## src/rtl/regfile_wb_arbiter_if.sv

```systemverilog
// ---------------------------------------------------------------------------
// regfile_wb_arbiter_if
// Bundles every bus signal of the write-back arbiter.
//   s0_*   : execute-stage write request (valid/ready, addr, data)
//   s1_*   : memory-stage write request  (valid/ready, addr, data)
//   we3/a3/wd3 : register-file write port (driven by the arbiter)
//   ra1/ra2    : decode read addresses
//   hz1/hz2    : pending-write hazard flags for ra1/ra2
// Modports: master = requesters/decode side, slave = the arbiter.
// ---------------------------------------------------------------------------
interface regfile_wb_arbiter_if #(
  parameter int DW = 32,
  parameter int AW = 5
);
  logic          s0_valid;
  logic          s0_ready;
  logic [AW-1:0] s0_addr;
  logic [DW-1:0] s0_data;
  logic          s1_valid;
  logic          s1_ready;
  logic [AW-1:0] s1_addr;
  logic [DW-1:0] s1_data;
  logic          we3;
  logic [AW-1:0] a3;
  logic [DW-1:0] wd3;
  logic [AW-1:0] ra1;
  logic [AW-1:0] ra2;
  logic          hz1;
  logic          hz2;

  modport master (
    output s0_valid, s0_addr, s0_data,
    output s1_valid, s1_addr, s1_data,
    output ra1, ra2,
    input  s0_ready, s1_ready,
    input  we3, a3, wd3,
    input  hz1, hz2
  );

  modport slave (
    input  s0_valid, s0_addr, s0_data,
    input  s1_valid, s1_addr, s1_data,
    input  ra1, ra2,
    output s0_ready, s1_ready,
    output we3, a3, wd3,
    output hz1, hz2
  );
endinterface

```

## src/rtl/regfile_wb_arbiter.sv

```systemverilog
// ---------------------------------------------------------------------------
// regfile_wb_arbiter
// Shares the register file's single write port between the execute result
// (s0) and the load result (s1). Each source owns a one-entry holding buffer;
// a round-robin grant with an age override for same-address conflicts picks
// the entry written next. Write-port signals are registered.
// Ports:
//   clk   : clock, rising edge
//   rst_n : asynchronous active-low reset
//   bus   : regfile_wb_arbiter_if.slave (requests, write port, hazards)
// ---------------------------------------------------------------------------
module regfile_wb_arbiter #(
  parameter int DW = 32,
  parameter int AW = 5
) (
  input  logic                 clk,
  input  logic                 rst_n,
  regfile_wb_arbiter_if.slave  bus
);

  // True when a non-zero read address matches a pending write.
  function automatic logic pending_hit(
    input logic [AW-1:0] ra,
    input logic          v0,
    input logic [AW-1:0] a0,
    input logic          v1,
    input logic [AW-1:0] a1,
    input logic          we,
    input logic [AW-1:0] wa
  );
    logic hit;
    hit = (v0 && (a0 == ra)) || (v1 && (a1 == ra)) || (we && (wa == ra));
    return (ra != {AW{1'b0}}) && hit;
  endfunction

  logic          hold_v0_r, hold_v1_r;
  logic [AW-1:0] hold_a0_r, hold_a1_r;
  logic [DW-1:0] hold_d0_r, hold_d1_r;
  logic          rr_r;      // 0: s0 preferred on a two-way grant
  logic          age_r;     // 1: s1 entry is the older one
  logic          we3_r;
  logic [AW-1:0] a3_r;
  logic [DW-1:0] wd3_r;

  logic grant0_s, grant1_s, two_way_s;
  logic load0_s, load1_s, age_nxt_s;

  // Grant selection, derived from buffer state only.
  always_comb begin
    grant0_s  = 1'b0;
    grant1_s  = 1'b0;
    two_way_s = 1'b0;
    if (hold_v0_r && hold_v1_r) begin
      if (hold_a0_r == hold_a1_r) begin
        // Same destination: the older write must land first.
        grant1_s = age_r;
        grant0_s = ~age_r;
      end else begin
        grant0_s  = ~rr_r;
        grant1_s  = rr_r;
        two_way_s = 1'b1;
      end
    end else begin
      grant0_s = hold_v0_r;
      grant1_s = hold_v1_r;
    end
  end

  // Readiness, buffer loads and the age of whatever stays buffered.
  always_comb begin
    bus.s0_ready = rst_n && (!hold_v0_r || grant0_s);
    bus.s1_ready = rst_n && (!hold_v1_r || grant1_s);
    // Register 0 writes are consumed but never buffered.
    load0_s = bus.s0_valid && bus.s0_ready && (bus.s0_addr != {AW{1'b0}});
    load1_s = bus.s1_valid && bus.s1_ready && (bus.s1_addr != {AW{1'b0}});
    age_nxt_s = age_r;
    if (load0_s && load1_s) begin
      age_nxt_s = 1'b1;
    end else if (load0_s && hold_v1_r && !grant1_s) begin
      age_nxt_s = 1'b1;
    end else if (load1_s && hold_v0_r && !grant0_s) begin
      age_nxt_s = 1'b0;
    end else begin
      age_nxt_s = age_r;
    end
  end

  // Hazard flags for decode.
  always_comb begin
    bus.hz1 = pending_hit(bus.ra1, hold_v0_r, hold_a0_r, hold_v1_r, hold_a1_r, we3_r, a3_r);
    bus.hz2 = pending_hit(bus.ra2, hold_v0_r, hold_a0_r, hold_v1_r, hold_a1_r, we3_r, a3_r);
  end

  // Buffers, arbitration state and the registered write port.
  always_ff @(posedge clk or negedge rst_n) begin
    if (!rst_n) begin
      hold_v0_r <= 1'b0;
      hold_v1_r <= 1'b0;
      hold_a0_r <= {AW{1'b0}};
      hold_a1_r <= {AW{1'b0}};
      hold_d0_r <= {DW{1'b0}};
      hold_d1_r <= {DW{1'b0}};
      rr_r      <= 1'b0;
      age_r     <= 1'b0;
      we3_r     <= 1'b0;
      a3_r      <= {AW{1'b0}};
      wd3_r     <= {DW{1'b0}};
    end else begin
      // A refill on the grant edge keeps the buffer occupied.
      if (load0_s) begin
        hold_v0_r <= 1'b1;
        hold_a0_r <= bus.s0_addr;
        hold_d0_r <= bus.s0_data;
      end else if (grant0_s) begin
        hold_v0_r <= 1'b0;
      end
      if (load1_s) begin
        hold_v1_r <= 1'b1;
        hold_a1_r <= bus.s1_addr;
        hold_d1_r <= bus.s1_data;
      end else if (grant1_s) begin
        hold_v1_r <= 1'b0;
      end
      if (two_way_s) begin
        rr_r <= ~rr_r;
      end
      age_r <= age_nxt_s;
      we3_r <= grant0_s || grant1_s;
      if (grant1_s) begin
        a3_r  <= hold_a1_r;
        wd3_r <= hold_d1_r;
      end else if (grant0_s) begin
        a3_r  <= hold_a0_r;
        wd3_r <= hold_d0_r;
      end
    end
  end

  assign bus.we3 = we3_r;
  assign bus.a3  = a3_r;
  assign bus.wd3 = wd3_r;

endmodule

```

## src/flat_wrapper.sv

```systemverilog
// flat-port wrapper written by rule: the top's interface ports become plain ports
module regfile_wb_arbiter_flat 
#(
  parameter int DW = 32,
  parameter int AW = 5
)
  (clk, rst_n, bus_s0_valid, bus_s0_addr, bus_s0_data, bus_s1_valid, bus_s1_addr, bus_s1_data, bus_ra1, bus_ra2, bus_s0_ready, bus_s1_ready, bus_we3, bus_a3, bus_wd3, bus_hz1, bus_hz2);
  regfile_wb_arbiter_if #(.DW(DW), .AW(AW)) bus_i ();
  input  logic clk;
  input  logic rst_n;
  input wire logic [$bits(bus_i.s0_valid)-1:0] bus_s0_valid;
  input wire logic [$bits(bus_i.s0_addr)-1:0] bus_s0_addr;
  input wire logic [$bits(bus_i.s0_data)-1:0] bus_s0_data;
  input wire logic [$bits(bus_i.s1_valid)-1:0] bus_s1_valid;
  input wire logic [$bits(bus_i.s1_addr)-1:0] bus_s1_addr;
  input wire logic [$bits(bus_i.s1_data)-1:0] bus_s1_data;
  input wire logic [$bits(bus_i.ra1)-1:0] bus_ra1;
  input wire logic [$bits(bus_i.ra2)-1:0] bus_ra2;
  output wire logic [$bits(bus_i.s0_ready)-1:0] bus_s0_ready;
  output wire logic [$bits(bus_i.s1_ready)-1:0] bus_s1_ready;
  output wire logic [$bits(bus_i.we3)-1:0] bus_we3;
  output wire logic [$bits(bus_i.a3)-1:0] bus_a3;
  output wire logic [$bits(bus_i.wd3)-1:0] bus_wd3;
  output wire logic [$bits(bus_i.hz1)-1:0] bus_hz1;
  output wire logic [$bits(bus_i.hz2)-1:0] bus_hz2;
  assign bus_i.s0_valid = bus_s0_valid;
  assign bus_i.s0_addr = bus_s0_addr;
  assign bus_i.s0_data = bus_s0_data;
  assign bus_i.s1_valid = bus_s1_valid;
  assign bus_i.s1_addr = bus_s1_addr;
  assign bus_i.s1_data = bus_s1_data;
  assign bus_i.ra1 = bus_ra1;
  assign bus_i.ra2 = bus_ra2;
  assign bus_s0_ready = bus_i.s0_ready;
  assign bus_s1_ready = bus_i.s1_ready;
  assign bus_we3 = bus_i.we3;
  assign bus_a3 = bus_i.a3;
  assign bus_wd3 = bus_i.wd3;
  assign bus_hz1 = bus_i.hz1;
  assign bus_hz2 = bus_i.hz2;
  regfile_wb_arbiter #(.DW(DW), .AW(AW)) u_core (.clk(clk), .rst_n(rst_n), .bus(bus_i));
endmodule
```

## config.mk

```make
export PLATFORM = sky130hd
export DESIGN_NAME = regfile_wb_arbiter_flat
export DESIGN_NICKNAME = d
export VERILOG_FILES = /design/src/rtl/regfile_wb_arbiter_if.sv /design/src/rtl/regfile_wb_arbiter.sv /design/src/flat_wrapper.sv
export SDC_FILE = /design/constraint.sdc
export NUM_CORES = 1
export LEC_CHECK = 0
export ABC_AREA = 0
export CAP_MARGIN = 20
export CORE_AREA = 2 2 114 116
export DETAILED_ROUTE_END_ITERATION = 10
export DIE_AREA = 0 0 116 118
export GPL_TIMING_DRIVEN = 1
export PLACE_DENSITY = 0.76
export SKIP_LAST_GASP = 1
export SLEW_MARGIN = 20
export SYNTH_ARGS = -nofsm -noshare
export SYNTH_HDL_FRONTEND = slang
export SYNTH_SLANG_ARGS = --single-unit
```

## constraint.sdc

```tcl
create_clock -name clk -period 2.3 [get_ports clk]
set_input_delay 0.345 -clock clk [delete_from_list [all_inputs] [get_ports clk]]
set_output_delay 0.345 -clock clk [all_outputs]
set_load 0.01 [all_outputs]
```

==> metrics.txt <==
outcome=finished clean; CTS tree=yes; met3 WL=975 um; Final Skew=approximately 0.0073 ns; Routed WL=between 15 and 20 mm; Longest Clk Path Bufs=2; RSZ-0062 raised after global routing=true; final hold violations=0; Top Ports=130; ranking of synthesized cells by area=dfrtp_1 (51%), mux2_2 (8.4%), mux2_4 (7.7%); worst path required time=slightly below 2 ns; Hold WC Path Type=in2async; Netlist cell types=a little over 40; vias per cell=between 5 and 6; CP max stage delay=0.39 ns; share of layout cells above drive strength 1=between 30% and 40%; worst vdd ir=about 0.7 mV; Iter 0 DRT Violations=between 200 and 300; Core ar.=roughly 12,000 um2; cell taking the most area after synthesis=dfrtp_1; global-route wire length before repair=between 20 and 25 mm; Worst Tran Pin Value=roughly 0.81 ns; die area=approximately 14,000 um2; synthesized flop and latch total=roughly 120; Top Layer Used=met4; YS warnings=0; Std-Cell Rows=between 40 and 50; Worst setup SP type=flip-flop; final hold slack=around 0.45 ns; Final #Nets=between 600 and 700; Final setup viols=0; post-route cell area=8170 um2; Critical Path Most Common Cell=nor3_4; Static Leakage=~3.6 nW; commonest cells after routing, fill and taps aside=clkdlybuf4s50_1 (124), dfrtp_1 (114), buf_4 (45); PnR Total Power=8.76 mW; critical-path maximum fanout=4; average cell area after synthesis=~13 um2; CTS clock-pin slew for the worst setup and hold paths=approximately 0.050 ns; Routed WL per cell=19.7 um; vias in the first global route=between 4k and 5k; CP Cell Sequence=xor2_1 -> or2_4 -> nor3_4 -> nor3_4 -> nor2b_1 -> clkbuf_2; GP Congestion=0.886; Initial Util=roughly 45%; WS Path Type=reg2out; final core utilization=65.8%; Final min period=around 2.2 ns; top cell type's share of synthesized area=roughly half; Tcrit/Tclk final=~98%; Setup crit end kind=output pin; Slew Viols, Final=0; Post-synth EDFFs=0; met2 wire len=~8 mm; Root Driver=clkbuf_16; largest net degree at the start of global routing=65; Max-cap violations=0; Chip Width=between 100 and 150 um; Met1 Wirelength=about 6.4 mm; crit path DAT=between 1.5 and 2 ns; port buffer count=around 130; post-DP HPWL=10.1 mm; gate count of the mapped netlist=430; total number of vias=4,300; number of H-tree levels=4; GRT Resource Usage Total=between 20% and 30%; DRC=0; area grow syn2layout=44.8%; Post-Syn Area=approximately 5600 um2; filler-free cell count of the finished design=roughly 800; pwr dens=approximately 1100 nW/um2; cts bufs inserted=17; post-synthesis sequential area ratio=~50%; Post-Place Cells=between 700 and 800; worst rel slew slack=a little under half; clk sinks=between 100 and 150; Async S/R FF share, synth=100%; GRT Residual Overflow=0; Die Y=about 120 um; DP Area=~7400 um2; most common cell after layout, fill and taps aside=clkdlybuf4s50_1; Inserted Diodes=0; highest-delay cell along the critical path=dfrtp_1; syn nets=between 500 and 600; fmax=0.445 GHz; Routed Antenna Nets=0; total iterations of the first detailed-routing run=4; antenna violations before repair=0; ys flop type=dfrtp_1; Skew-Pair Late Insertion Delay=0.42 ns
==> repair_timing <==
action	4_1_cts	5_1_grt
setup buffers	2	3
gates cloned	0	1
gates resized for setup	26	8
setup endpoints to repair	40	47
pin swaps	5	8
hold endpoints to repair	8	0
hold buffers	1	0
==> per-stage QoR <==
stage               setup TNS, ns  worst slack, ns
floorplan                       0            0.129
CTS                        -0.203          -0.0395
global route               -0.324          -0.0655
finish                          0           0.0532
global placement            -6.05           -0.215
detailed placement          -6.85           -0.268
==> critical path, delay by kind of cell (launching register included) <==
family / cells / cell delay, ns
xor gates and xnor gates: 1 / 0.20
and+or+nand+nor: 4 / 0.76
buffers and inverters: 1 / 0.14
DFF: 1 / 0.39
==> state kept, by name (all words and copies together) (netlist names) <==
name,count
u_core.hold_v0_r,1
u_core.hold_a1_r,5
u_core.hold_v1_r,1
u_core.bus.wd3,32
u_core.age_r,1
u_core.bus.a3,5
u_core.rr_r,1
u_core.hold_a0_r,5
u_core.bus.we3,1
u_core.hold_d0_r,32
u_core.hold_d1_r,32
==> layer usage <==
layer | vias to the layer above | GRT usage [%]
li1 | 1927 | -
met1 | 2185 | 29.1
met2 | 167 | 39.1
met4 | 0 | 7.44
met3 | 21 | 6.44
met5 | - | 0
==> cells by family after synthesis <==
logic type	synth area share (%)
buffers and inverters	3.86
muxes	22.8
AOI/OAI and AO/OA	9.28
DFF	51.4
xor gates and xnor gates	5.58
and+or+nand+nor	7.02
==> layout make-up <==
type | count | area (um2)
Timing Repair Buffer | 184 | 1800
Fill cell | 906 | 4240
Tap cell | 172 | 215
Sequential cell | 116 | 2910
Multi-Input combinational cell | 280 | 2620
Clock inverter | 13 | 156
Inverter | 6 | 22.5
Clock buffer | 19 | 453
==> report_power, final <==
group / total, mW / internal (mW) / switching [mW] / leakage [nW]
Combinational: 2.94 / 1.73 / 1.21 / 1.90
Clock: 2.71 / 1.75 / 0.954 / 0.299
Sequential: 3.11 / 2.63 / 0.480 / 1.35
==> worst paths after layout <==
| path | start | cells past startpoint | endpoint | slack [ns] |
|---|---|---|---|---|
| worst min-delay path | rst_n | 3 | u_core.hold_a0_r[1]$_DFFE_PN0P_ | 0.45 |
| worst max-delay path | u_core.hold_a1_r[4]$_DFFE_PN0P_ | 6 | bus_s1_ready | 0.05 |
| worst min register to register | u_core.hold_d1_r[11]$_DFFE_PN0P_ | 1 | u_core.hold_d1_r[11]$_DFFE_PN0P_ | 0.51 |
| worst max register to register | u_core.hold_a0_r[0]$_DFFE_PN0P_ | 9 | u_core.hold_d0_r[8]$_DFFE_PN0P_ | 0.06 |
| min in group clk | u_core.hold_d1_r[11]$_DFFE_PN0P_ | 1 | u_core.hold_d1_r[11]$_DFFE_PN0P_ | 0.51 |
| max in group asynchronous | rst_n | 3 | u_core.hold_d1_r[28]$_DFFE_PN0P_ | 1.06 |
==> cell usage after synthesis, types with 5 or more instances <==
master    count
or4_1         5
mux2i_1      37
nand2_1      36
xnor2_1      10
nor2_1       11
o221a_2      33
nand3_1       6
xor2_1       26
inv_1         5
mux2_2       42
buf_2         8
nor4_1        7
mux2_4       29
nor3_1        6
dfrtp_1     116
clkbuf_1      8
(Power assumes the default switching activity.)
==> variant 1 (same flow settings) <==
`AW` is set to 5 in 3 places; all go to 4.
--- a/src/rtl/regfile_wb_arbiter_if.sv
+++ b/src/rtl/regfile_wb_arbiter_if.sv
@@ -10,7 +10,7 @@
 // ---------------------------------------------------------------------------
 interface regfile_wb_arbiter_if #(
   parameter int DW = 32,
-  parameter int AW = 5
+  parameter int AW = 4
 );
   logic          s0_valid;
   logic          s0_ready;
--- a/src/rtl/regfile_wb_arbiter.sv
+++ b/src/rtl/regfile_wb_arbiter.sv
@@ -11,7 +11,7 @@
 // ---------------------------------------------------------------------------
 module regfile_wb_arbiter #(
   parameter int DW = 32,
-  parameter int AW = 5
+  parameter int AW = 4
 ) (
   input  logic                 clk,
   input  logic                 rst_n,
--- a/src/flat_wrapper.sv
+++ b/src/flat_wrapper.sv
@@ -2,7 +2,7 @@
 module regfile_wb_arbiter_flat 
 #(
   parameter int DW = 32,
-  parameter int AW = 5
+  parameter int AW = 4
 )
   (clk, rst_n, bus_s0_valid, bus_s0_addr, bus_s0_data, bus_s1_valid, bus_s1_addr, bus_s1_data, bus_ra1, bus_ra2, bus_s0_ready, bus_s1_ready, bus_we3, bus_a3, bus_wd3, bus_hz1, bus_hz2);
   regfile_wb_arbiter_if #(.DW(DW), .AW(AW)) bus_i ();
Interface: changed (5 resized); port bits go from 130 to 125. No check against the original RTL was run, so the function may have changed too.
==> variant 1 against the original RTL <==
  * Power decreased by 4.8%
  * Synthesized cell count decreased by 8.1%
  * Sequential cell count decreased by 3
  * Clock skew increased by 0.0060 ns
  * Clock power increased by 6%
  * Sequential share of layout area increased by 1.6 points
  * Die area unchanged
  * Worst hold slack got worse by 0.093 ns
  * Non-clock buffer count decreased by 21
  * Area after synthesis decreased by 8.1%
  * Wire length decreased by 11%
  * Largest power group unchanged
  * The run now ends with setup timing left
  * Worst setup slack got worse by 0.19 ns
  * Final area decreased by 6.7%
==> variant 1: results (changes against the original RTL) <==
[outcome]
status=finished with violations  ; was complete, no violations
violations=setup timing

[power]
p_seq_share_pct=35.7  ; was 35.5%
ir_drop_uv=524  ; was 710 µV
power.leakage_nw=3.22  ; was 3.56 nW
p_sw_mw=2.34  ; was 2.64 mW

[global_routing]
gr-usage-all-layers_pct=20.7  ; was 23.4%
grt_pass1_wl_um=21800  ; was 24400 µm

[route]
wl_met3_um=719  ; was 975 µm
met1_length_um=5930  ; was 6390 µm
drt-initial-drc-count=181  ; was 277

[worst_setup_path]
crit_arrival_ns=2.09  ; was 1.90 ns
r2r-end=u_core.hold_d1_r[7]  ; was u_core.hold_d0_r[8]

[sta]
worst_slack_ns=-0.137  ; was 0.0532 ns
slew-limit-headroom_pct=51.4  ; was 46.3%
finClkSkew_ns=0.0134  ; was 0.00734 ns
finalSetupViolCount=32  ; was 0

[placement]
post-place-ws_ns=-0.196  ; was -0.268 ns
gp_congestion=0.877  ; was 0.886
io_buffers=124  ; was 129

[synthesis]
synthDistinctLibCells=33  ; was 41
ys_seq_area_share_pct=54.5  ; was 51.4%
synth_nets=479  ; was 518
synth-seq-cells=113  ; was 116

[final_layout]
multi_input_area_um2=2280  ; was 2620 µm²
buf_share_pct=21.6  ; was 22.0%
clockNetworkAreaShare_pct=8.58  ; was 7.45%
nonClockInverterCount=1  ; was 6
layout.nets=633  ; was 693
n_fill_cell=1018  ; was 906
nClkBuffers=22  ; was 19
nNonClkBuffers=163  ; was 184

[cts]
ctsResizeCount=17  ; was 26
worstSkewPairLatency_ns=0.40  ; was 0.42 ns

==> variant 1: changes by cell type after synthesis, moves of 4 or more <==
cell      before  now
inv_1          5    1
nand2_1       36    4
xnor2_1       10    6
a221o_1        3   36
mux2_1         1    6
mux2_4        29    0
or4_1          5    1
mux2_2        42   64
clkbuf_1       8   16
o221a_2       33    0
nor4_1         7    2
nor2_1        11   39
==> variant 1: stage by stage <==
stage / cell area (µm²) / setup TNS, ns / utilization [%]
global route: 7630 / -4.43 / 61.4
CTS: 7510 / -4.47 / 60.5
floorplan: 5190 / 0 / -
detailed placement: 6810 / -0.478 / 54.9
finish: 7630 / -1.04 / 61.4
global placement: 6810 / -0.304 / 54.9
==> variant 1: logic make-up (layout without fill, tap and decap cells) <==
kind of cell	after synthesis	after routing	share of synthesized area (%)
buffers and inverters	30	196	3.23
AO/OA/AOI/OAI	46	46	8.53
XOR/XNOR	29	29	4.89
AND/OR/NAND/NOR	69	70	6.22
flip-flops	113	113	54.5
multiplexers	108	108	22.7
==> variant 2 (same flow settings) <==
Made on the original files. Make the reset (`rst_n`) synchronous in one clocked block. Comments in the files are not updated.
--- a/src/rtl/regfile_wb_arbiter.sv
+++ b/src/rtl/regfile_wb_arbiter.sv
@@ -92,7 +92,7 @@
   end
 
   // Buffers, arbitration state and the registered write port.
-  always_ff @(posedge clk or negedge rst_n) begin
+  always_ff @(posedge clk) begin
     if (!rst_n) begin
       hold_v0_r <= 1'b0;
       hold_v1_r <= 1'b0;
Function: differs if rst_n is asserted again (counterexample within 4 cycles, from zero or initial values and one cycle with rst_n low); with rst_n held inactive, the same outputs for 4 cycles.
==> variant 2 against the original RTL <==
  * The flow now finishes with violations (setup timing)
  * Sequential cell count did not move
  * Maximum frequency fell by 11%
  * Final area fell by 4.1%
  * Largest cell class is now multi-input gates
  * Wire length rose by 17%
  * Worst setup slack got worse by 0.27 ns
  * Area after synthesis fell by 0.24%
  * Clock skew rose by 0.0082 ns
  * Utilization fell by 2.7 points
Power is not compared: it rests on default switching activity, and its combinational part moved more than twofold at a synthesized area within 25%.
==> variant 2: results (changes against the original RTL) <==
[outcome]
status=finished with violations  ; was complete, no violations
violations=setup timing

[route]
wl_um=18200  ; was 15600 µm
wl_met3_um=1310  ; was 975 µm
drt-initial-drc-count=482  ; was 277
met1_length_um=7760  ; was 6390 µm
wire_per_inst_um=18.8  ; was 19.7 µm
via_per_inst=5.93  ; was 5.44

[sta]
finClkSkew_ns=0.0156  ; was 0.00734 ns
setup_tns_ns=-0.215  ; was 0 ns
tightest_slew_ns=1.14  ; was 0.806 ns
worst_slack_ns=-0.215  ; was 0.0532 ns
finalSetupViolCount=1  ; was 0
timing.hold.ws_ns=0.462  ; was 0.446 ns

[worst_setup_path]
r2r-end=u_core.age_r  ; was u_core.hold_d0_r[8]
rr_startpoint=u_core.hold_v0_r  ; was u_core.hold_a0_r[0]
worst_path_max_delay_cell=clkdlybuf4s50_1  ; was dfrtp_1
cp_slowest_stage_delay_ns=0.59  ; was 0.39 ns
reg2reg_slack_ns=0.14  ; was 0.06 ns
r2r_cells=5  ; was 9

[synthesis]
async_flop_share_pct=0  ; was 100%
synth_nets=747  ; was 518
synthDistinctLibCells=40  ; was 41
ys_seq_area_share_pct=41.2  ; was 51.4%
synth_commonest_cells=116 x dfxtp_1, 80 x nand2_1, 77 x a21oi_1  ; was 116 x dfrtp_1, 42 x mux2_2, 37 x mux2i_1
yosysTopAreaCell=dfxtp_1  ; was dfrtp_1

[final_layout]
n_fill_cell=1092  ; was 906
drive_above_1_share_pct=17.0  ; was 34.6%
layout.nets=877  ; was 693

[placement]
gp_congestion=0.993  ; was 0.886
post-place-ws_ns=-0.281  ; was -0.268 ns
placed_area_um2=7270  ; was 7400 µm²
place_inst=938  ; was 751

[global_routing]
gr-usage-all-layers_pct=26.3  ; was 23.4%
use_met1_pct=34.0  ; was 29.1%

[variant 2: cell types whose count changed after synthesis, sizes merged, moves of 36 or more]
cell    change
a21oi      +75
dfrtp     -116
dfxtp     +116
mux2       -71
mux2i      -36
nand2      +43
nand4      +37
o211ai     +73
o21ai      +36
o31ai      +36
[variant 2: what timing repair did]
item                       CTS  global route
cloned                       0             1
buffers inserted             1             2
setup endpoints to repair    4            66
gates resized for setup      9            11
pin swaps                    2             7
[variant 2: final cells by class]
type	instances	area [µm²]	share of cell area, %
clock inverter	7	37.5	0.479
inverter	2	7.51	0.0958
clock buffer	21	450	5.75
sequential	116	2320	29.7
multi-input combinational	466	3050	38.9
timing repair buffer	186	1750	22.3
tap	172	215	2.75
[variant 2: critical path: cells and delay by family, from the launching register on]
family / cells / cell delay [ns]
compound gates: 2 / 0.36
xor+xnor: 1 / 0.14
buf+inv: 2 / 0.73
flops: 1 / 0.39
simple gates: 1 / 0.16
[variant 2: logic make-up (layout without fill, tap and decap cells)]
kind of cell	count (synthesis)	count (layout)	share of synthesized area [%]
AND/OR/NAND/NOR	183	183	16.1
flip-flops	116	116	41.2
XOR/XNOR	36	36	5.60
multiplexers	2	2	0.378
buffers and inverters	78	216	6.51
AO/OA/AOI/OAI	244	245	30.2
[variant 2: power by group through the flow]
stage               clock [mW]  sequential (mW)  combinational, mW
global placement             0             2.18              0.696
floorplan                    0             2.17              0.344
detailed placement           0             2.18              0.711
finish                    2.23             2.14              0.739
global route              2.33             2.15              0.791
CTS                       2.24             2.14              0.721
